### src/rtl/if_fetch_unit_pkg.sv
// Shared types and constants for the instruction-fetch stage.
package if_fetch_unit_pkg;

  typedef enum logic [2:0] {
    S_BOOT,
    S_IDLE,
    S_WAIT,
    S_FULL,
    S_DROP
  } fetch_state_e;

  localparam logic [31:0] RESET_PC_DEFAULT   = 32'h0000_0000;
  localparam logic [31:0] EXC_VECTOR_DEFAULT = 32'h8000_0004;
  localparam logic [31:0] NOP_WORD           = 32'h0000_0000;

  // One IF/ID payload: instruction word plus its PC+4.
  typedef struct packed {
    logic [31:0] ir;
    logic [31:0] pc4;
  } fetch_pkt_t;

endpackage

### src/rtl/if_fetch_unit_skid.sv
// One-entry ir/pc4 holding register. Catches a response that arrives
// while IF/ID is stalled and the fresh slot is already occupied.
module fetch_skid_buffer
  import if_fetch_unit_pkg::*;
(
  input  logic       clk,
  input  logic       rst_n,
  input  logic       load_i,
  input  logic       unload_i,
  input  logic       clear_i,
  input  fetch_pkt_t pkt_i,
  output fetch_pkt_t pkt_o,
  output logic       valid_o
);

  fetch_pkt_t pkt_q, pkt_d;
  logic       valid_q, valid_d;

  always_comb begin
    pkt_d   = pkt_q;
    valid_d = valid_q;
    if (load_i) begin
      pkt_d   = pkt_i;
      valid_d = 1'b1;
    end
    // clear wins over a same-cycle load
    if (clear_i || unload_i) valid_d = 1'b0;
  end

  always_ff @(posedge clk or negedge rst_n) begin
    if (!rst_n) begin
      pkt_q   <= '0;
      valid_q <= 1'b0;
    end else begin
      pkt_q   <= pkt_d;
      valid_q <= valid_d;
    end
  end

  assign pkt_o   = pkt_q;
  assign valid_o = valid_q;

endmodule

### src/rtl/if_fetch_unit.sv
// Instruction-fetch stage feeding an enable-less IF/ID register.
// Optional imem response watchdog: define IMEM_TIMEOUT_EN.
module if_fetch_unit
  import if_fetch_unit_pkg::*;
#(
  parameter logic [31:0] RESET_PC       = RESET_PC_DEFAULT,
  parameter logic [31:0] EXC_VECTOR     = EXC_VECTOR_DEFAULT,
  parameter int unsigned TIMEOUT_CYCLES = 64
) (
  input  logic        clk,
  input  logic        reset,
  input  logic        stall,
  input  logic        redirect_valid,
  input  logic [31:0] redirect_target,
  input  logic        exc_valid,
  output logic        imem_req,
  output logic [31:0] imem_addr,
  input  logic        imem_rvalid,
  input  logic [31:0] imem_rdata,
  output logic [31:0] PC_plus_4,
  output logic [31:0] IR,
  output logic        IF_ID_flush,
  output logic        fetch_err
);

  fetch_state_e state_q, state_d;
  logic [31:0]  pc_q, pc_d;
  fetch_pkt_t   fresh_q, fresh_d;
  fetch_pkt_t   mirror_q, mirror_d;
  logic         valid_q, valid_d;
  fetch_pkt_t   out_pkt, rsp_pkt, skid_pkt;
  logic         skid_v, skid_load, skid_unload, skid_clear;
  logic         req, flush, exc_any, timeout, outstanding;

  assign outstanding = (state_q == S_WAIT) || (state_q == S_DROP);
  assign exc_any     = exc_valid | timeout;
  assign flush       = redirect_valid | exc_any;
  assign rsp_pkt     = {imem_rdata, pc_q};

  // While stalled, re-present what IF/ID already holds so it keeps it.
  always_comb begin
    if (stall)        out_pkt = mirror_q;
    else if (valid_q) out_pkt = fresh_q;
    else              out_pkt = {NOP_WORD, NOP_WORD};
  end

  assign mirror_d    = flush ? '0 : out_pkt;
  assign IR          = out_pkt.ir;
  assign PC_plus_4   = out_pkt.pc4;
  assign IF_ID_flush = flush;
  assign imem_addr   = pc_q;
  // Gated by reset so the strobe drops the moment reset asserts.
  assign imem_req    = reset & req;

  always_comb begin
    state_d     = state_q;
    pc_d        = pc_q;
    fresh_d     = fresh_q;
    valid_d     = stall ? valid_q : 1'b0;
    req         = 1'b0;
    skid_load   = 1'b0;
    skid_unload = 1'b0;
    skid_clear  = 1'b0;

    case (state_q)
      S_BOOT: begin
        req     = 1'b1;
        state_d = S_WAIT;
      end
      S_IDLE: begin
        if (!(valid_q && stall)) begin
          req     = 1'b1;
          state_d = S_WAIT;
        end
      end
      S_WAIT: begin
        if (imem_rvalid) begin
          if (!stall) begin
            fresh_d = rsp_pkt;
            valid_d = 1'b1;
            req     = 1'b1;
          end else if (!valid_q) begin
            fresh_d = rsp_pkt;
            valid_d = 1'b1;
            state_d = S_IDLE;
          end else begin
            skid_load = 1'b1;
            state_d   = S_FULL;
          end
        end
      end
      S_FULL: begin
        if (!stall) begin
          fresh_d     = skid_pkt;
          valid_d     = skid_v;
          skid_unload = 1'b1;
          req         = 1'b1;
          state_d     = S_WAIT;
        end
      end
      S_DROP: begin
        if (imem_rvalid) state_d = S_IDLE;
      end
      default: state_d = S_IDLE;
    endcase

    if (req) pc_d = pc_q + 32'd4;

    // Redirects beat stalls; a live request becomes stale and is drained in S_DROP.
    if (flush) begin
      req         = 1'b0;
      valid_d     = 1'b0;
      skid_load   = 1'b0;
      skid_unload = 1'b0;
      skid_clear  = 1'b1;
      pc_d        = exc_any ? EXC_VECTOR : redirect_target;
      state_d     = (outstanding && !imem_rvalid) ? S_DROP : S_IDLE;
    end
  end

  always_ff @(posedge clk or negedge reset) begin
    if (!reset) begin
      state_q  <= S_BOOT;
      pc_q     <= RESET_PC;
      fresh_q  <= '0;
      valid_q  <= 1'b0;
      mirror_q <= '0;
    end else begin
      state_q  <= state_d;
      pc_q     <= pc_d;
      fresh_q  <= fresh_d;
      valid_q  <= valid_d;
      mirror_q <= mirror_d;
    end
  end

  fetch_skid_buffer u_skid (
    .clk      (clk),
    .rst_n    (reset),
    .load_i   (skid_load),
    .unload_i (skid_unload),
    .clear_i  (skid_clear),
    .pkt_i    (rsp_pkt),
    .pkt_o    (skid_pkt),
    .valid_o  (skid_v)
  );

`ifdef IMEM_TIMEOUT_EN
  localparam int unsigned CW = $clog2(TIMEOUT_CYCLES + 1);

  logic [CW-1:0] wcnt_q, wcnt_d;
  logic          err_q;

  assign timeout = outstanding && !imem_rvalid && (wcnt_q == CW'(TIMEOUT_CYCLES - 1));

  // Counts consecutive unanswered cycles within one S_WAIT/S_DROP stay.
  always_comb begin
    wcnt_d = wcnt_q + CW'(1);
    if (!outstanding || imem_rvalid || timeout || (state_d != state_q)) wcnt_d = '0;
  end

  always_ff @(posedge clk or negedge reset) begin
    if (!reset) begin
      wcnt_q <= '0;
      err_q  <= 1'b0;
    end else begin
      wcnt_q <= wcnt_d;
      err_q  <= err_q | timeout;
    end
  end

  assign fetch_err = err_q;
`else
  logic unused_timeout_cfg;
  assign unused_timeout_cfg = (TIMEOUT_CYCLES == 0);
  assign timeout   = 1'b0;
  assign fetch_err = 1'b0;
`endif

endmodule

### config.mk
export PLATFORM = sky130hd
export DESIGN_NAME = if_fetch_unit
export DESIGN_NICKNAME = d
export VERILOG_FILES = /design/src/rtl/if_fetch_unit_pkg.sv /design/src/rtl/if_fetch_unit_skid.sv /design/src/rtl/if_fetch_unit.sv
export SDC_FILE = /design/constraint.sdc
export NUM_CORES = 1
export LEC_CHECK = 0
export ABC_AREA = 1
export CAP_MARGIN = 30
export CORE_MARGIN = 2
export CORE_UTILIZATION = 59
export DETAILED_ROUTE_END_ITERATION = 16
export PLACE_DENSITY = 0.86
export SLEW_MARGIN = 20
export SYNTH_ARGS = -nofsm -noshare
export SYNTH_HDL_FRONTEND = slang
export SYNTH_HIERARCHICAL = 1
export SYNTH_SLANG_ARGS = --single-unit
### constraint.sdc
create_clock -name clk -period 3.9 [get_ports clk]
set_clock_uncertainty 0.1 [all_clocks]
set_input_delay 0.585 -clock clk [delete_from_list [all_inputs] [get_ports clk]]
set_output_delay 0.585 -clock clk [all_outputs]
set_load 0.02 [all_outputs]
==> results.md <==
* Outcome: finished, final reports clean
* Leading area contributor after synthesis: dfrtp_1
* Clk sinks at 229
* # IOs at 169
* Largest delay share family, worst path: buffers and inverters
* Worst slew pin tran at 0.857 ns
* Placed Instance Area at 13,000 sq um
* Die Span X at 142 microns
* Total number of vias at 10.1k
* Bufs and invs on worst path at 3
* Die area at 20,200 sq um
* Most used cell, CP: nand2_1
* Initial Utilization at 0.601
* Overflow after GRT at 0
* Cells after synthesis at 1,513
* Setup TNS at 0 ns
* Dpl hpwl at 18,000 microns
* RSZ-0062 raised after global routing: false
* Top cells by area, synth: dfrtp_1, nand2_1, inv_1
* Pre-CTS setup slack at 0.818 ns
* CTS clk-pin slew, worst paths at 0.06 ns
* First-pass GRT wire length at 46,100 microns
* Ys Warns at 6
* Post-route cell area at 13,700 sq um
* Critical Path AT at 2.73 ns
* Initial antenna violation count at 0
* Placer congestion estimate at 0.871
* Most common cell in the synthesized netlist: nand2_1
* Hold Path Sink: u_skid/pkt_o[23]
* CTS tree: done
* Total CTS buffers at 24
* Critical path class: reg -> out
* Source of the worst hold timing path: u_skid/pkt_o[23]
* DIE HEIGHT at 142 microns
* Pwr Density at 434 nW/um^2
* Cell Rows at 50
* Critical Path Start Type: register
* F_max at 0.293 GHz
* Dominant synthesized flop cell: dfrtp_1
* Fin nets at 1,724
* Sequential area share after synthesis at 0.509
* PnR worst setup slack at 0.490 ns
* DRC viols at 0
* Setup violators final at 0
* Inserted Diodes at 0
* Worst skew pair latency at 0.52 ns
* Mean Syn Cell Area at 7.43 sq um
* Ys async rst share at 1.00
* Gr usage total at 0.280
* Clock Tree Buf Depth at 3
* Yosys reg bits at 229
* Hold Crit Class: reg -> reg
* Yosys top cell area share at 0.509
* Critical Path, Cell by Cell: inv_1 -> nor2_4 -> buf_4 -> nand2_1 -> nand2_1 -> clkdlybuf4s50_1
* # port buffers at 167
* H-tree depth at 1
* Static Leak at 6.92 nW
* Worst reg-to-reg setup slack at 1.50 ns
* Max cap viols at 0
* Drt pass-1 iters at 5
* Fin crit share at 0.874
* Crit path capture type: primary output
* CP max FO at 64
* Synth-to-layout area growth at 22.1%
* Avg WL per Cell at 14.7 microns
* Syn nets at 1,584
* Unique masters post-synth at 34
* Fin. Hold Viols at 0
* CP required at 3.21 ns
* Min Hold Slack at 0.371 ns
* Worst R2R Start: state_q[2]
* Max-slew headroom at 0.428
* Tmin final at 3.41 ns
* Slew Limit Fails at 0
* Number of synthesized flops with an enable pin at 0
* Worst Hold Depth at 2
* Critical path startpoint: valid_q
* Root buf cell: clkbuf_16
* Share of cells above drive strength 1 at 0.0629
* DRT Wirelength at 28,100 microns
* Pin count of the biggest net entering global routing at 129
* Final core occ at 0.734
* Cts repair resizes at 0
* Max VDD drop at 0.281 mV
* Reg2reg path depth at 8
* Critical path's slowest cell: clkdlybuf4s50_1
* Core ar. at 18,700 sq um
* Vias in the first global route at 9,591
* Synth top cells by count: nand2_1, dfrtp_1, inv_1, a21oi_1, nor2_1
* Synthesized area at 11,200 sq um
* Vias/cell at 5.29
* DR iter-0 viols at 734
* Max incr delay on CP at 0.62 ns
* Final ANT Viol Nets at 0
* FF-to-FF End: fresh_q[50]
## logic make-up (layout without fill, tap and decap cells)
kind of cell             after synthesis  after routing  share of synthesized area
flip-flops                           229            229                      0.509
AO/OA/AOI/OAI                        205            205                      0.102
other                                  1              1                   0.000333
XOR/XNOR                               2              2                    0.00156
adder cells (fa/ha/maj)                1              1                    0.00111
buffers and inverters                205            360                     0.0839
AND/OR/NAND/NOR                      870            870                      0.302
## per-layer routing
layer	GRT usage	wire, microns
met5	0	0
met4	0.0858	726
met3	0.0357	1950
met2	0.450	13100
met1	0.402	12300
## registers in the layout, indices dropped and copies added, names as in the netlist
signal	cells
imem_addr	32
state_q	3
u_skid/pkt_o	64
valid_q	1
fresh_q	64
mirror_q	64
u_skid/valid_o	1
## repair_timing
action	in CTS	in global routing
hold buffers	1	0
hold endpoints to repair	51	0
setup buffers	0	0
## worst register-to-register path, cell delays in order, from the launching register on
cell and delay (ns):
dfrtp_1 0.47, nor2_4 0.18, nand2_2 0.07, inv_2 0.63
buf_4 0.48, nand2_1 0.13, nand2_1 0.09, nand2_1 0.05
o21ai_1 0.12
## final cells by class
type	instances	area (sq um)
clock buffer	35	713
tap	234	293
clock inverter	6	55.1
inverter	133	499
fill	1456	4980
timing repair buffer	186	1850
multi-input combinational	1079	4590
sequential	229	5730
## worst max path at each step
stage          depth (start not counted)       endpoint
2_1_floorplan                          4          IR[0]
3_5_place_dp                           6  PC_plus_4[16]
5_1_grt                                6  PC_plus_4[30]
4_1_cts                                6  PC_plus_4[16]
3_3_place_gp                           6  PC_plus_4[16]
6_report                               6  PC_plus_4[30]
## where the power goes
part / switching [mW] / internal [mW] / total, mW
Sequential: 0.204 / 2.64 / 2.85
Clock: 0.908 / 1.32 / 2.23
Combinational: 0.528 / 0.358 / 0.886
## cells in the final DEF (no fill, tap or decap), drive strengths merged
cell type      instances
a21oi                 79
a22oi                  5
a31oi                  3
and2                   1
and3                   1
buf                   21
bufinv                 1
clkbuf                35
clkdlybuf4s50        164
clkinv                 6
conb                   1
dfrtp                229
dlygate4sd3            1
ha                     1
inv                  132
nand2                748
nand3                 41
nand4                  2
nor2                  74
nor3                   3
o211ai                 4
o21ai                112
o22ai                  1
o31ai                  1
xor2                   2
## stage by stage
stage | instances | power (mW)
2_1_floorplan | 1513 | 3.39
3_3_place_gp | 1859 | 3.73
3_5_place_dp | 1860 | 3.76
4_1_cts | 1902 | 6.00
5_1_grt | 1902 | 6.23
6_report | 1902 | 5.96
Note: power is estimated with default switching activity, not from simulation.
